### src/rtl/fc_layer_engine.sv
// ---------------------------------------------------------------------------
// fc_layer_engine
//
// Fully-connected layer engine. For every output neuron it streams one input
// vector and one row of a row-major weight matrix out of two BRAMs (one cycle
// read latency), accumulates the signed fixed-point dot product, then writes
// the rescaled and saturated result to an output BRAM. Layer dimensions are
// latched from i_num_in / i_num_out when a run starts.
//
// Build option: define FC_RELU_EN to clamp negative results to zero after
// saturation. Without it the signed saturated value is written unchanged.
// Timing is the same in both builds.
//
// Ports:
//   clk, reset              clock, synchronous active-high reset
//   i_run                   start pulse (only looked at while idle)
//   i_num_in, i_num_out     inputs per neuron / number of neurons
//   o_idle, o_busy, o_done  status; o_done is a one-cycle pulse
//   ce_input, addr_input,   input vector BRAM read port
//   qout_input
//   ce_weight, addr_weight, weight matrix BRAM read port
//   qout_weight
//   ce_c, we_c, addr_c,     output BRAM write port
//   din_c
// ---------------------------------------------------------------------------
module fc_layer_engine #(
  parameter int DATA_WIDTH  = 16,
  parameter int FRAC_BITS   = 8,
  parameter int ADDR_WIDTH  = 10,
  parameter int WADDR_WIDTH = 17,
  parameter int ACC_WIDTH   = 48
) (
  input  logic                   clk,
  input  logic                   reset,
  input  logic                   i_run,
  input  logic [ADDR_WIDTH-1:0]  i_num_in,
  input  logic [ADDR_WIDTH-1:0]  i_num_out,
  output logic                   o_idle,
  output logic                   o_busy,
  output logic                   o_done,
  output logic                   ce_input,
  output logic [ADDR_WIDTH-1:0]  addr_input,
  input  logic [DATA_WIDTH-1:0]  qout_input,
  output logic                   ce_weight,
  output logic [WADDR_WIDTH-1:0] addr_weight,
  input  logic [DATA_WIDTH-1:0]  qout_weight,
  output logic                   ce_c,
  output logic                   we_c,
  output logic [ADDR_WIDTH-1:0]  addr_c,
  output logic [DATA_WIDTH-1:0]  din_c
);

  localparam int PROD_WIDTH = 2 * DATA_WIDTH;

  typedef enum logic [2:0] {
    S_IDLE,
    S_MAC,
    S_DRAIN,
    S_WRITE,
    S_DONE
  } state_t;

  state_t state_reg, state_next;

  logic [ADDR_WIDTH-1:0]        num_in_reg;
  logic [ADDR_WIDTH-1:0]        num_out_reg;
  logic [ADDR_WIDTH-1:0]        in_idx_reg;
  logic [ADDR_WIDTH-1:0]        out_idx_reg;
  logic [WADDR_WIDTH-1:0]       w_addr_reg;
  logic signed [ACC_WIDTH-1:0]  acc_reg;
  logic                         valid_reg;

  logic                         counts_ok;
  logic                         last_in;
  logic                         last_out;
  logic signed [PROD_WIDTH-1:0] product;
  logic signed [ACC_WIDTH-1:0]  shifted;
  logic [ACC_WIDTH-DATA_WIDTH:0] upper;
  logic                         fits;
  logic [DATA_WIDTH-1:0]        sat_value;
  logic [DATA_WIDTH-1:0]        result;

  assign counts_ok = (i_num_in != '0) && (i_num_out != '0);
  assign last_in   = (in_idx_reg == (num_in_reg - ADDR_WIDTH'(1)));
  assign last_out  = (out_idx_reg == (num_out_reg - ADDR_WIDTH'(1)));

  // Full-width signed product of the two BRAM words.
  assign product = PROD_WIDTH'($signed(qout_input)) * PROD_WIDTH'($signed(qout_weight));

  // Rescale to the output Q format (arithmetic shift = floor), then saturate:
  // the value fits when every bit from the output sign bit upward agrees.
  assign shifted = acc_reg >>> FRAC_BITS;
  assign upper   = shifted[ACC_WIDTH-1:DATA_WIDTH-1];
  assign fits    = (&upper) | (~|upper);

  always_comb begin
    sat_value = shifted[DATA_WIDTH-1:0];
    if (!fits) begin
      if (shifted[ACC_WIDTH-1]) begin
        sat_value = {1'b1, {(DATA_WIDTH-1){1'b0}}};
      end else begin
        sat_value = {1'b0, {(DATA_WIDTH-1){1'b1}}};
      end
    end
  end

`ifdef FC_RELU_EN
  assign result = sat_value[DATA_WIDTH-1] ? '0 : sat_value;
`else
  assign result = sat_value;
`endif

  // State register
  always_ff @(posedge clk) begin
    if (reset) begin
      state_reg <= S_IDLE;
    end else begin
      state_reg <= state_next;
    end
  end

  // Next-state and BRAM/status outputs
  always_comb begin
    state_next  = state_reg;
    o_idle      = 1'b0;
    o_busy      = 1'b1;
    o_done      = 1'b0;
    ce_input    = 1'b0;
    ce_weight   = 1'b0;
    addr_input  = '0;
    addr_weight = '0;
    ce_c        = 1'b0;
    we_c        = 1'b0;
    addr_c      = '0;
    din_c       = '0;
    case (state_reg)
      S_IDLE: begin
        o_idle = 1'b1;
        o_busy = 1'b0;
        if (i_run) begin
          state_next = counts_ok ? S_MAC : S_DONE;
        end
      end
      S_MAC: begin
        ce_input    = 1'b1;
        ce_weight   = 1'b1;
        addr_input  = in_idx_reg;
        addr_weight = w_addr_reg;
        if (last_in) begin
          state_next = S_DRAIN;
        end
      end
      S_DRAIN: begin
        state_next = S_WRITE;
      end
      S_WRITE: begin
        ce_c       = 1'b1;
        we_c       = 1'b1;
        addr_c     = out_idx_reg;
        din_c      = result;
        state_next = last_out ? S_DONE : S_MAC;
      end
      S_DONE: begin
        o_done     = 1'b1;
        state_next = S_IDLE;
      end
      default: begin
        state_next = S_IDLE;
      end
    endcase
  end

  // Datapath: counters, latched dimensions and the accumulator.
  always_ff @(posedge clk) begin
    if (reset) begin
      num_in_reg  <= '0;
      num_out_reg <= '0;
      in_idx_reg  <= '0;
      out_idx_reg <= '0;
      w_addr_reg  <= '0;
      acc_reg     <= '0;
      valid_reg   <= 1'b0;
    end else begin
      // Data returns one cycle after each issued read.
      valid_reg <= (state_reg == S_MAC);
      if (valid_reg) begin
        acc_reg <= acc_reg + {{(ACC_WIDTH-PROD_WIDTH){product[PROD_WIDTH-1]}}, product};
      end
      case (state_reg)
        S_IDLE: begin
          if (i_run) begin
            num_in_reg  <= i_num_in;
            num_out_reg <= i_num_out;
            in_idx_reg  <= '0;
            out_idx_reg <= '0;
            w_addr_reg  <= '0;
            acc_reg     <= '0;
          end
        end
        S_MAC: begin
          // w_addr keeps running across neurons: row o starts at o*num_in.
          in_idx_reg <= in_idx_reg + ADDR_WIDTH'(1);
          w_addr_reg <= w_addr_reg + WADDR_WIDTH'(1);
        end
        S_WRITE: begin
          acc_reg <= '0;
          if (!last_out) begin
            out_idx_reg <= out_idx_reg + ADDR_WIDTH'(1);
            in_idx_reg  <= '0;
          end
        end
        default: begin
        end
      endcase
    end
  end

endmodule

### config.mk
export PLATFORM = sky130hd
export DESIGN_NAME = fc_layer_engine
export DESIGN_NICKNAME = d
export VERILOG_FILES = /design/src/rtl/fc_layer_engine.sv
export SDC_FILE = /design/constraint.sdc
export NUM_CORES = 1
export LEC_CHECK = 0
export BUFFER_PORTS_ARGS = -buffer_cell sky130_fd_sc_hd__buf_2
export CAP_MARGIN = 40
export CORE_UTILIZATION = 29
export CTS_CLUSTER_SIZE = 8
export DETAILED_ROUTE_END_ITERATION = 7
export MAX_ROUTING_LAYER = met4
export PLACE_DENSITY = 0.43
export SYNTH_ARGS = -nofsm -noshare
export SYNTH_HDL_FRONTEND = slang
export SYNTH_SLANG_ARGS = --single-unit
### constraint.sdc
create_clock -name clk -period 10 [get_ports clk]
set_clock_uncertainty 0.05 [all_clocks]
set_input_delay 1.5 -clock clk [delete_from_list [all_inputs] [get_ports clk]]
set_output_delay 1.5 -clock clk [all_outputs]
set_load 0.03 [all_outputs]
==> impl_metrics.yaml, run 1 <==
route:
  routedLengthMet1_um: 24100
  route.final.wire_length_um: 48700
  met3RoutedLength_um: 1620
  detail-route-antenna-nets: 0
  drt-initial-drc-count: 694
  num_vias: 14400
  highest_layer: "met4"
  wl_met2_um: 22400
  vias_per_cell: 4.83
  detail_route.drc_violations: 0
  avgRoutedWirePerCell_um: 16.3
  detailedRoute.firstPassIterationCount: 6
clocking:
  worstSkewPairLatency_ps: 380
  cts_tree: "built"
  cts_buffers: 9
  cts-htree-levels: 3
  cts.sink_count: 109
  path_clk_slew_ps: 80
  cts-root-to-sink-buffers: 2
  clk_root_buffer_cell: "sky130_fd_sc_hd__clkbuf_16"
  post_cts_buffers: 0
timing:
  grt_setup_unrepaired: "true"
  report.final.hold_viol_count: 0
  max_clock_freq_mhz: 104
  max_transition_margin_pct: 41.2
  timing_worst_slew_pin_value_ps: 882
  final.setup.worst_slack_ps: 379
  fin_setup_tns_ps: 0
  post-route-period-util_pct: 96.2
  finalCriticalPeriod_ps: 9620
  slew_violations: 0
  final-setup-viol-count: 0
min_path:
  hold_path_class: "flip-flop to flip-flop"
  whs_path_depth: 2
  worstHoldEndpoint: "num_in_reg[9]"
  worst_hold_startpoint: "num_in_reg[9]"
synthesis:
  synth-main-ff-cell: "sky130_fd_sc_hd__dfxtp_1"
  yosys_register_bits: 109
  synth-async-reset-ratio_pct: 0
  synth.lib_cells_used.distinct: 82
  number_of_enable_type_register_cells_in_the_synthesized_netlist: 0
  synthesis.yosys.warnings: 0
  postSynthAreaPerCell_um2: 8.36
  synth.net_count: 2567
  post_synth_inst_count: 2115
  synth_seq_area_share_pct: 12.3
  synthesis.area_um2: 17700
critical_path:
  path_max_fanout: 16
  crit_top_cell: "sky130_fd_sc_hd__fa_1"
  r2r_slack_ps: 6470
  worst_path_dominant_cell_family: "adder cells"
  worstSetupEndpointType: "flip-flop"
  timing_worst_setup_path_type: "input pin to flip-flop"
  crit_slowest_cell: "sky130_fd_sc_hd__fa_1"
  ff2ff_path_depth: 12
  critPathMaxStageDelay_ps: 590
  worst-path-buf-inv: 4
  crit_arrival_ps: 9830
  crit_required_ps: 10210
  reg2reg_to: "acc_reg[41]"
  worst_r2r_startpoint: "acc_reg[3]"
  setup.worst_path.start_class: "input pin"
floorplan:
  coreArea_um2: 60200
  die_h_um: 249
  rows: 90
  die-area_um2: 61900
  start_util_pct: 29.3
  pin_count: 115
  die-width_um: 249
layout:
  largest_register_ff_count: 48
  layout-drive-gt1-share_pct: 8.83
  postLayoutCellArea_um2: 19600
  layout.cells.most_common: "sky130_fd_sc_hd__inv_1"
  area.growth.synth_to_final_pct: 10.7
  layout.core_utilization_pct: 32.5
  final_cell_mix: "sky130_fd_sc_hd__inv_1 (318), sky130_fd_sc_hd__fa_1 (262), sky130_fd_sc_hd__nand2_1 (236), sky130_fd_sc_hd__nor2_1 (140), sky130_fd_sc_hd__ha_1 (134)"
  diodes: 0
  finish.net_count: 2655
flow_run:
  max_cap_viol_count: 0
place:
  pre_cts_ws_ps: -85.3
  gp_congestion: 0.831
  detailed_place_hpwl_um: 39500
  placement.cell_area_um2: 19300
  io_buffer_count: 114
global_routing:
  grt_pass1_vias: 14800
  first_pass_grt_wire_length_um: 80900
  maximum_number_of_pins_on_one_net_before_global_route_repair: 48
  antenna_violations_before_repair: 0
  grt_remaining_overflow: 0
  gr-usage-all-layers_pct: 16.6
outcome:
  status: "finished, final reports clean"
## worst reg2reg max path: stages, from the launching register on
cell                        delay, ps
sky130_fd_sc_hd__dfxtp_1          320
sky130_fd_sc_hd__ha_1             370
sky130_fd_sc_hd__a21o_1           200
sky130_fd_sc_hd__a2111oi_1        540
sky130_fd_sc_hd__a211oi_2         200
sky130_fd_sc_hd__o31ai_2          420
sky130_fd_sc_hd__a2111oi_2        180
sky130_fd_sc_hd__buf_4            170
sky130_fd_sc_hd__o311ai_0         320
sky130_fd_sc_hd__a21oi_1          130
sky130_fd_sc_hd__or3_1            320
sky130_fd_sc_hd__nand3_1           90
sky130_fd_sc_hd__a21oi_1           70
## Yosys cell counts (3+ instances only)
cell type                   number  share of area, %
sky130_fd_sc_hd__a2111oi_0       3              0.15
sky130_fd_sc_hd__a211o_1         8              0.40
sky130_fd_sc_hd__a211oi_1        5              0.21
sky130_fd_sc_hd__a21boi_0        4              0.17
sky130_fd_sc_hd__a21o_1         38               1.6
sky130_fd_sc_hd__a21oi_1       131               3.7
sky130_fd_sc_hd__a221o_1         4              0.23
sky130_fd_sc_hd__a311oi_1        5              0.25
sky130_fd_sc_hd__a31oi_1        10              0.35
sky130_fd_sc_hd__and2_1        132               4.7
sky130_fd_sc_hd__and3_1         52               1.8
sky130_fd_sc_hd__buf_1           7              0.15
sky130_fd_sc_hd__clkbuf_1       66               1.4
sky130_fd_sc_hd__dfxtp_1       109                12
sky130_fd_sc_hd__fa_1          263                30
sky130_fd_sc_hd__ha_1          134               9.5
sky130_fd_sc_hd__inv_1         318               6.8
sky130_fd_sc_hd__mux2i_1        29               1.6
sky130_fd_sc_hd__nand2_1       236               5.0
sky130_fd_sc_hd__nand2b_1       14              0.50
sky130_fd_sc_hd__nand3_1        42               1.2
sky130_fd_sc_hd__nand3b_1        4              0.17
sky130_fd_sc_hd__nand4_1        15              0.53
sky130_fd_sc_hd__nor2_1        141               3.0
sky130_fd_sc_hd__nor2b_1        13              0.46
sky130_fd_sc_hd__nor3_1         36               1.0
sky130_fd_sc_hd__nor4_1         17              0.60
sky130_fd_sc_hd__o211ai_1       11              0.47
sky130_fd_sc_hd__o21a_1         25               1.1
sky130_fd_sc_hd__o21ai_0        46               1.3
sky130_fd_sc_hd__o21ai_1         7              0.20
sky130_fd_sc_hd__o21bai_1        8              0.34
sky130_fd_sc_hd__o22ai_1         7              0.25
sky130_fd_sc_hd__or2_2           3              0.11
sky130_fd_sc_hd__or3_1          15              0.53
sky130_fd_sc_hd__xnor2_1        68               3.4
sky130_fd_sc_hd__xor2_1         29               1.4
## metrics by stage
stage | cells | hold WS (ps)
after floorplan | 2115 | 399
after global placement | 2972 | 408
after detailed placement | 2974 | 414
after CTS | 2990 | 427
after global routing | 2990 | 461
final | 2990 | 424
## worst max path at each step
stage,to,slack [ps],depth (start not counted),start
2_1_floorplan,acc_reg[46],390,29,qout_input[15]
3_3_place_gp,acc_reg[46],30,29,qout_weight[1]
3_5_place_dp,acc_reg[46],-90,29,qout_weight[1]
4_1_cts,acc_reg[46],310,29,qout_weight[1]
5_1_grt,acc_reg[40],-60,34,qout_weight[1]
6_report,acc_reg[40],380,33,qout_weight[1]
## cells by family (layout without fill, tap and decap cells)
group / after synthesis / in the layout / share of synthesized area (%)
and+or+nand+nor: 736 / 736 / 20.4
buffers and inverters: 398 / 491 / 8.56
adders and majority gates: 397 / 397 / 39.3
AOI/OAI and AO/OA: 347 / 347 / 12.8
DFF: 109 / 109 / 12.3
xor gates and xnor gates: 97 / 97 / 4.81
muxes: 31 / 31 / 1.77
## timing repair
item | CTS | global route
endpoints found under the setup margin | 0 | 6
hold buffers | 0 | 0
gates resized for setup | 0 | 9
## area by class of cell
cell class / count / area, µm²
Multi-Input combinational cell: 1608 / 14000
Inverter: 319 / 1200
Timing Repair Buffer: 156 / 921
Sequential cell: 109 / 2180
Clock buffer: 11 / 233
Fill cell: 6388 / 40700
Clock inverter: 5 / 48.8
Tap cell: 782 / 978
## layer usage
layer,global-route usage (%),vias up
met3,1.96,37
met2,26.2,252
li1,-,7052
met5,-,-
met4,2.87,0
met1,23.1,7104
Power of run 1 is left out: the tool's default activity adds up to more than one toggle a clock period on the data nets, which glitch-free logic cannot reach.
==> run 2: changes to the inputs <==
--- a/config.mk
+++ b/config.mk
@@ -7,11 +7,13 @@
 export LEC_CHECK = 0
 export BUFFER_PORTS_ARGS = -buffer_cell sky130_fd_sc_hd__buf_2
 export CAP_MARGIN = 40
+export CELL_PAD_IN_SITES_DETAIL_PLACEMENT = 0
+export CELL_PAD_IN_SITES_GLOBAL_PLACEMENT = 1
 export CORE_UTILIZATION = 29
 export CTS_CLUSTER_SIZE = 8
 export DETAILED_ROUTE_END_ITERATION = 7
 export MAX_ROUTING_LAYER = met4
-export PLACE_DENSITY = 0.43
+export PLACE_DENSITY = 0.53
 export SYNTH_ARGS = -nofsm -noshare
 export SYNTH_HDL_FRONTEND = slang
 export SYNTH_SLANG_ARGS = --single-unit
==> impl_metrics.yaml, run 2 (same netlist as run 1, synthesis figures left out) <==
floorplan:
  pin_count: 115
  rows: 90
  coreArea_um2: 60200
  die-area_um2: 61900
  die_h_um: 249
  die-width_um: 249
  start_util_pct: 29.3
global_routing:
  maximum_number_of_pins_on_one_net_before_global_route_repair: 48
  grt_remaining_overflow: 0
  first_pass_grt_wire_length_um: 83400
  antenna_violations_before_repair: 1
  grt_pass1_vias: 15000
  gr-usage-all-layers_pct: 17.2
route:
  vias_per_cell: 4.75
  num_vias: 14300
  route.final.wire_length_um: 49700
  detail-route-antenna-nets: 0
  avgRoutedWirePerCell_um: 16.6
  drt-initial-drc-count: 568
  detail_route.drc_violations: 0
  detailedRoute.firstPassIterationCount: 5
critical_path:
  timing_worst_setup_path_type: "input pin to flip-flop"
  crit_required_ps: 10210
  setup.worst_path.start_class: "input pin"
  r2r_slack_ps: 6190
  path_max_fanout: 16
  crit_slowest_cell: "sky130_fd_sc_hd__fa_1"
  worst_path_dominant_cell_family: "adder cells"
  critPathMaxStageDelay_ps: 590
  worstSetupEndpointType: "flip-flop"
  worst-path-buf-inv: 3
  crit_top_cell: "sky130_fd_sc_hd__fa_1"
  crit_arrival_ps: 9750
layout:
  finish.net_count: 2663
  largest_register_ff_count: 48
  layout-drive-gt1-share_pct: 9.25
  final_cell_mix: "sky130_fd_sc_hd__inv_1 (318), sky130_fd_sc_hd__fa_1 (262), sky130_fd_sc_hd__nand2_1 (236), sky130_fd_sc_hd__nor2_1 (140), sky130_fd_sc_hd__ha_1 (134)"
  fill_cells: 6352
  layout.cells.most_common: "sky130_fd_sc_hd__inv_1"
  area.growth.synth_to_final_pct: 11.3
timing:
  post-route-period-util_pct: 95.3
  grt_setup_unrepaired: "false"
  finalCriticalPeriod_ps: 9530
  max_clock_freq_mhz: 105
  final-setup-viol-count: 0
  fin_setup_tns_ps: 0
  slew_violations: 0
  report.final.hold_viol_count: 0
  timing_worst_slew_pin_value_ps: 751
  max_transition_margin_pct: 49.9
clocking:
  worstSkewPairLatency_ps: 380
  cts-root-to-sink-buffers: 2
  path_clk_slew_ps: 90
  clk_root_buffer_cell: "sky130_fd_sc_hd__clkbuf_16"
  cts-htree-levels: 3
  cts_tree: "built"
  post_cts_buffers: 0
  cts.sink_count: 109
  cts_buffers: 9
place:
  gp_congestion: 0.828
  detailed_place_hpwl_um: 41200
  io_buffer_count: 114
outcome:
  status: "finished, final reports clean"
min_path:
  hold_path_class: "flip-flop to flip-flop"
flow_run:
  max_cap_viol_count: 0
==> run 2: cell types whose count changed in the layout (fill, tap and decap cells not counted), sizes merged <==
cell    change
inv         -2
clkbuf      -5
buf        +11
clkinv      +3
bufinv      +1
diode       +1
==> run 2: per-stage QoR <==
stage / cells / worst slack, ps / hold WS [ps] / cell area (µm²) / util (%)
after floorplan: 2115 / 388 / 399 / 17700 / -
after global placement: 2980 / 50.1 / 405 / 19300 / 32.0
after detailed placement: 2982 / 10.4 / 414 / 19300 / 32.1
after CTS: 2998 / 389 / 426 / 19600 / 32.6
after global routing: 2999 / 16.1 / 451 / 19700 / 32.6
final: 2999 / 466 / 423 / 19700 / 32.6
==> run 2: final timing paths <==
check | cells after the start | to | from
min | 2 | num_out_reg[9] | num_out_reg[9]
max reg2reg | 12 | acc_reg[41] | acc_reg[3]
max | 32 | acc_reg[40] | qout_weight[4]
min reg2reg | 2 | num_out_reg[9] | num_out_reg[9]
==> run 2: layer usage <==
layer	vias up	wire length [µm]	GRT usage [%]	share of wire [%]
met5	-	0	-	0
met1	6984	24500	23.4	49
met3	27	1610	2.23	3.2
met4	0	635	3.28	1.3
met2	184	23000	27.4	46
li1	7061	-	-	-
==> run 2: timing repair <==
item | CTS | global route
setup endpoints to repair | 0 | 4
hold buffers | 0 | 0
gates resized for setup | 0 | 6
==> run 2: tightest hold or removal path, delay by kind of cell (launching register included) <==
family / cells / cell delay (ps)
flip-flops: 1 / 330
AND/OR/NAND/NOR: 1 / 50
AO/OA/AOI/OAI: 1 / 50
==> run 2: layout make-up <==
type                    count  area (µm²)  share of cell area (%)
well taps                 782         978                    4.98
flip-flops and latches    109        2180                    11.1
diodes                      1        2.50                  0.0127
clock buffers               9         225                    1.15
repair buffers            164         973                    4.95
inverters                 319        1200                    6.09
clock inverters             7         100                   0.509
multi-input cells        1608       14000                    71.2
Power of run 2 is left out for the same reason.
==> run 3: changes to the inputs <==
--- a/config.mk
+++ b/config.mk
@@ -13,7 +13,7 @@
 export CTS_CLUSTER_SIZE = 8
 export DETAILED_ROUTE_END_ITERATION = 7
 export MAX_ROUTING_LAYER = met4
-export PLACE_DENSITY = 0.53
+export PLACE_DENSITY = 0.51
 export SYNTH_ARGS = -nofsm -noshare
 export SYNTH_HDL_FRONTEND = slang
 export SYNTH_SLANG_ARGS = --single-unit
==> constraint.sdc (replaced) <==
create_clock -name clk -period 11 [get_ports clk]
set_clock_uncertainty 0.05 [all_clocks]
set_input_delay 1.65 -clock clk [delete_from_list [all_inputs] [get_ports clk]]
set_output_delay 1.65 -clock clk [all_outputs]
set_load 0.03 [all_outputs]
==> impl_metrics.yaml, run 3 (same netlist as run 1, synthesis figures left out) <==
route:
  detail-route-antenna-nets: 0
  vias_per_cell: 4.76
  route.final.wire_length_um: 49200
  detailedRoute.firstPassIterationCount: 5
  avgRoutedWirePerCell_um: 16.6
  detail_route.drc_violations: 0
  drt-initial-drc-count: 570
  num_vias: 14100
timing:
  report.final.hold_viol_count: 0
  finalCriticalPeriod_ps: 10000
  fin_setup_tns_ps: 0
  grt_setup_unrepaired: "false"
  final-setup-viol-count: 0
  timing_worst_slew_pin_value_ps: 727
  max_clock_freq_mhz: 100
  post-route-period-util_pct: 90.9
  slew_violations: 0
  max_transition_margin_pct: 51.5
clocking:
  cts.sink_count: 109
  cts_buffers: 9
  post_cts_buffers: 0
  postCtsResizedCells: 0
  cts-root-to-sink-buffers: 2
  worstSkewPairLatency_ps: 380
  clk_root_buffer_cell: "sky130_fd_sc_hd__clkbuf_16"
  path_clk_slew_ps: 90
  cts-htree-levels: 3
  cts_tree: "built"
  cts-hold-fix-buffers: 0
min_path:
  worstHoldEndpoint: "num_in_reg[9]"
  whs_path_depth: 2
  worst_hold_startpoint: "num_in_reg[9]"
  hold_path_class: "flip-flop to flip-flop"
flow_run:
  max_cap_viol_count: 0
outcome:
  status: "finished, final reports clean"
place:
  gp_congestion: 0.802
  io_buffer_count: 114
  placed_cells_incl_taps: 2945
  detailed_place_hpwl_um: 40100
critical_path:
  setup.worst_path.start_class: "input pin"
  crit_required_ps: 11250
  worstSetupEndpointType: "flip-flop"
  r2r_slack_ps: 7420
  reg2reg_to: "acc_reg[45]"
  path_max_fanout: 16
  crit_top_cell: "sky130_fd_sc_hd__fa_1"
  crit_arrival_ps: 10240
  critPathMaxStageDelay_ps: 890
  worst_r2r_startpoint: "acc_reg[13]"
  crit_slowest_cell: "sky130_fd_sc_hd__fa_1"
  ff2ff_path_depth: 11
  timing_worst_setup_path_type: "input pin to flip-flop"
global_routing:
  antenna_violations_before_repair: 0
  gr-usage-all-layers_pct: 17.2
  grt_remaining_overflow: 0
  maximum_number_of_pins_on_one_net_before_global_route_repair: 48
  first_pass_grt_wire_length_um: 83500
  grt_pass1_vias: 14900
floorplan:
  rows: 90
  die-area_um2: 61900
  coreArea_um2: 60200
  start_util_pct: 29.3
  die_h_um: 249
  die-width_um: 249
  pin_count: 115
layout:
  area.growth.synth_to_final_pct: 9.33
  stdcell_count: 2962
  multi_input_comb_area_um2: 14000
  seq_area_um2: 2180
  layout-drive-gt1-share_pct: 7.57
  layout.cells.most_common: "sky130_fd_sc_hd__inv_1"
  final_cell_mix: "sky130_fd_sc_hd__inv_1 (318), sky130_fd_sc_hd__fa_1 (263), sky130_fd_sc_hd__nand2_1 (236), sky130_fd_sc_hd__nor2_1 (140), sky130_fd_sc_hd__ha_1 (134)"
  fill_cells: 6445
  finish.net_count: 2626
  largest_register_ff_count: 48
run 3: cell type report:
type                       instances  area share (%)
antenna                            1          0.0130
clock buffer                      11            1.26
clock inverter                     5           0.278
inverter                         319            6.20
multi-input combinational       1608            72.4
sequential                       109            11.3
tap                              782            5.06
timing repair buffer             127            3.50
run 3: metal layers:
layer	share of wire (%)	wire [µm]	GRT usage [%]
met4	1.1	527	2.95
met3	3.1	1500	2.11
met1	50	24800	23.9
met2	45	22400	26.9
met5	0	0	-
run 3: how the worst max path moves through the flow:
stage / start / end / cells after the start
2_1_floorplan: qout_input[15] / acc_reg[46] / 29
3_3_place_gp: qout_weight[1] / acc_reg[46] / 29
3_5_place_dp: qout_weight[1] / acc_reg[46] / 29
4_1_cts: qout_weight[1] / acc_reg[46] / 29
5_1_grt: qout_weight[1] / acc_reg[45] / 29
6_report: qout_weight[1] / acc_reg[46] / 29
run 3: metrics by stage:
stage	setup slack [ps]	instance area [µm²]	hold slack (ps)	utilization [%]
floorplan	1240	17700	399	-
global placement	707	19000	407	31.5
detailed placement	602	19000	411	31.6
CTS	942	19300	423	32.1
global route	498	19300	443	32.1
finish	1000	19300	424	32.1
run 3: worst max-delay path: cells and delay by family:
family,cells,cell delay [ps]
AOI/OAI and AO/OA,11,2430
adders and majority gates,8,4010
and+or+nand+nor,5,1360
buffers and inverters,5,760
Power of run 3 is left out for the same reason.
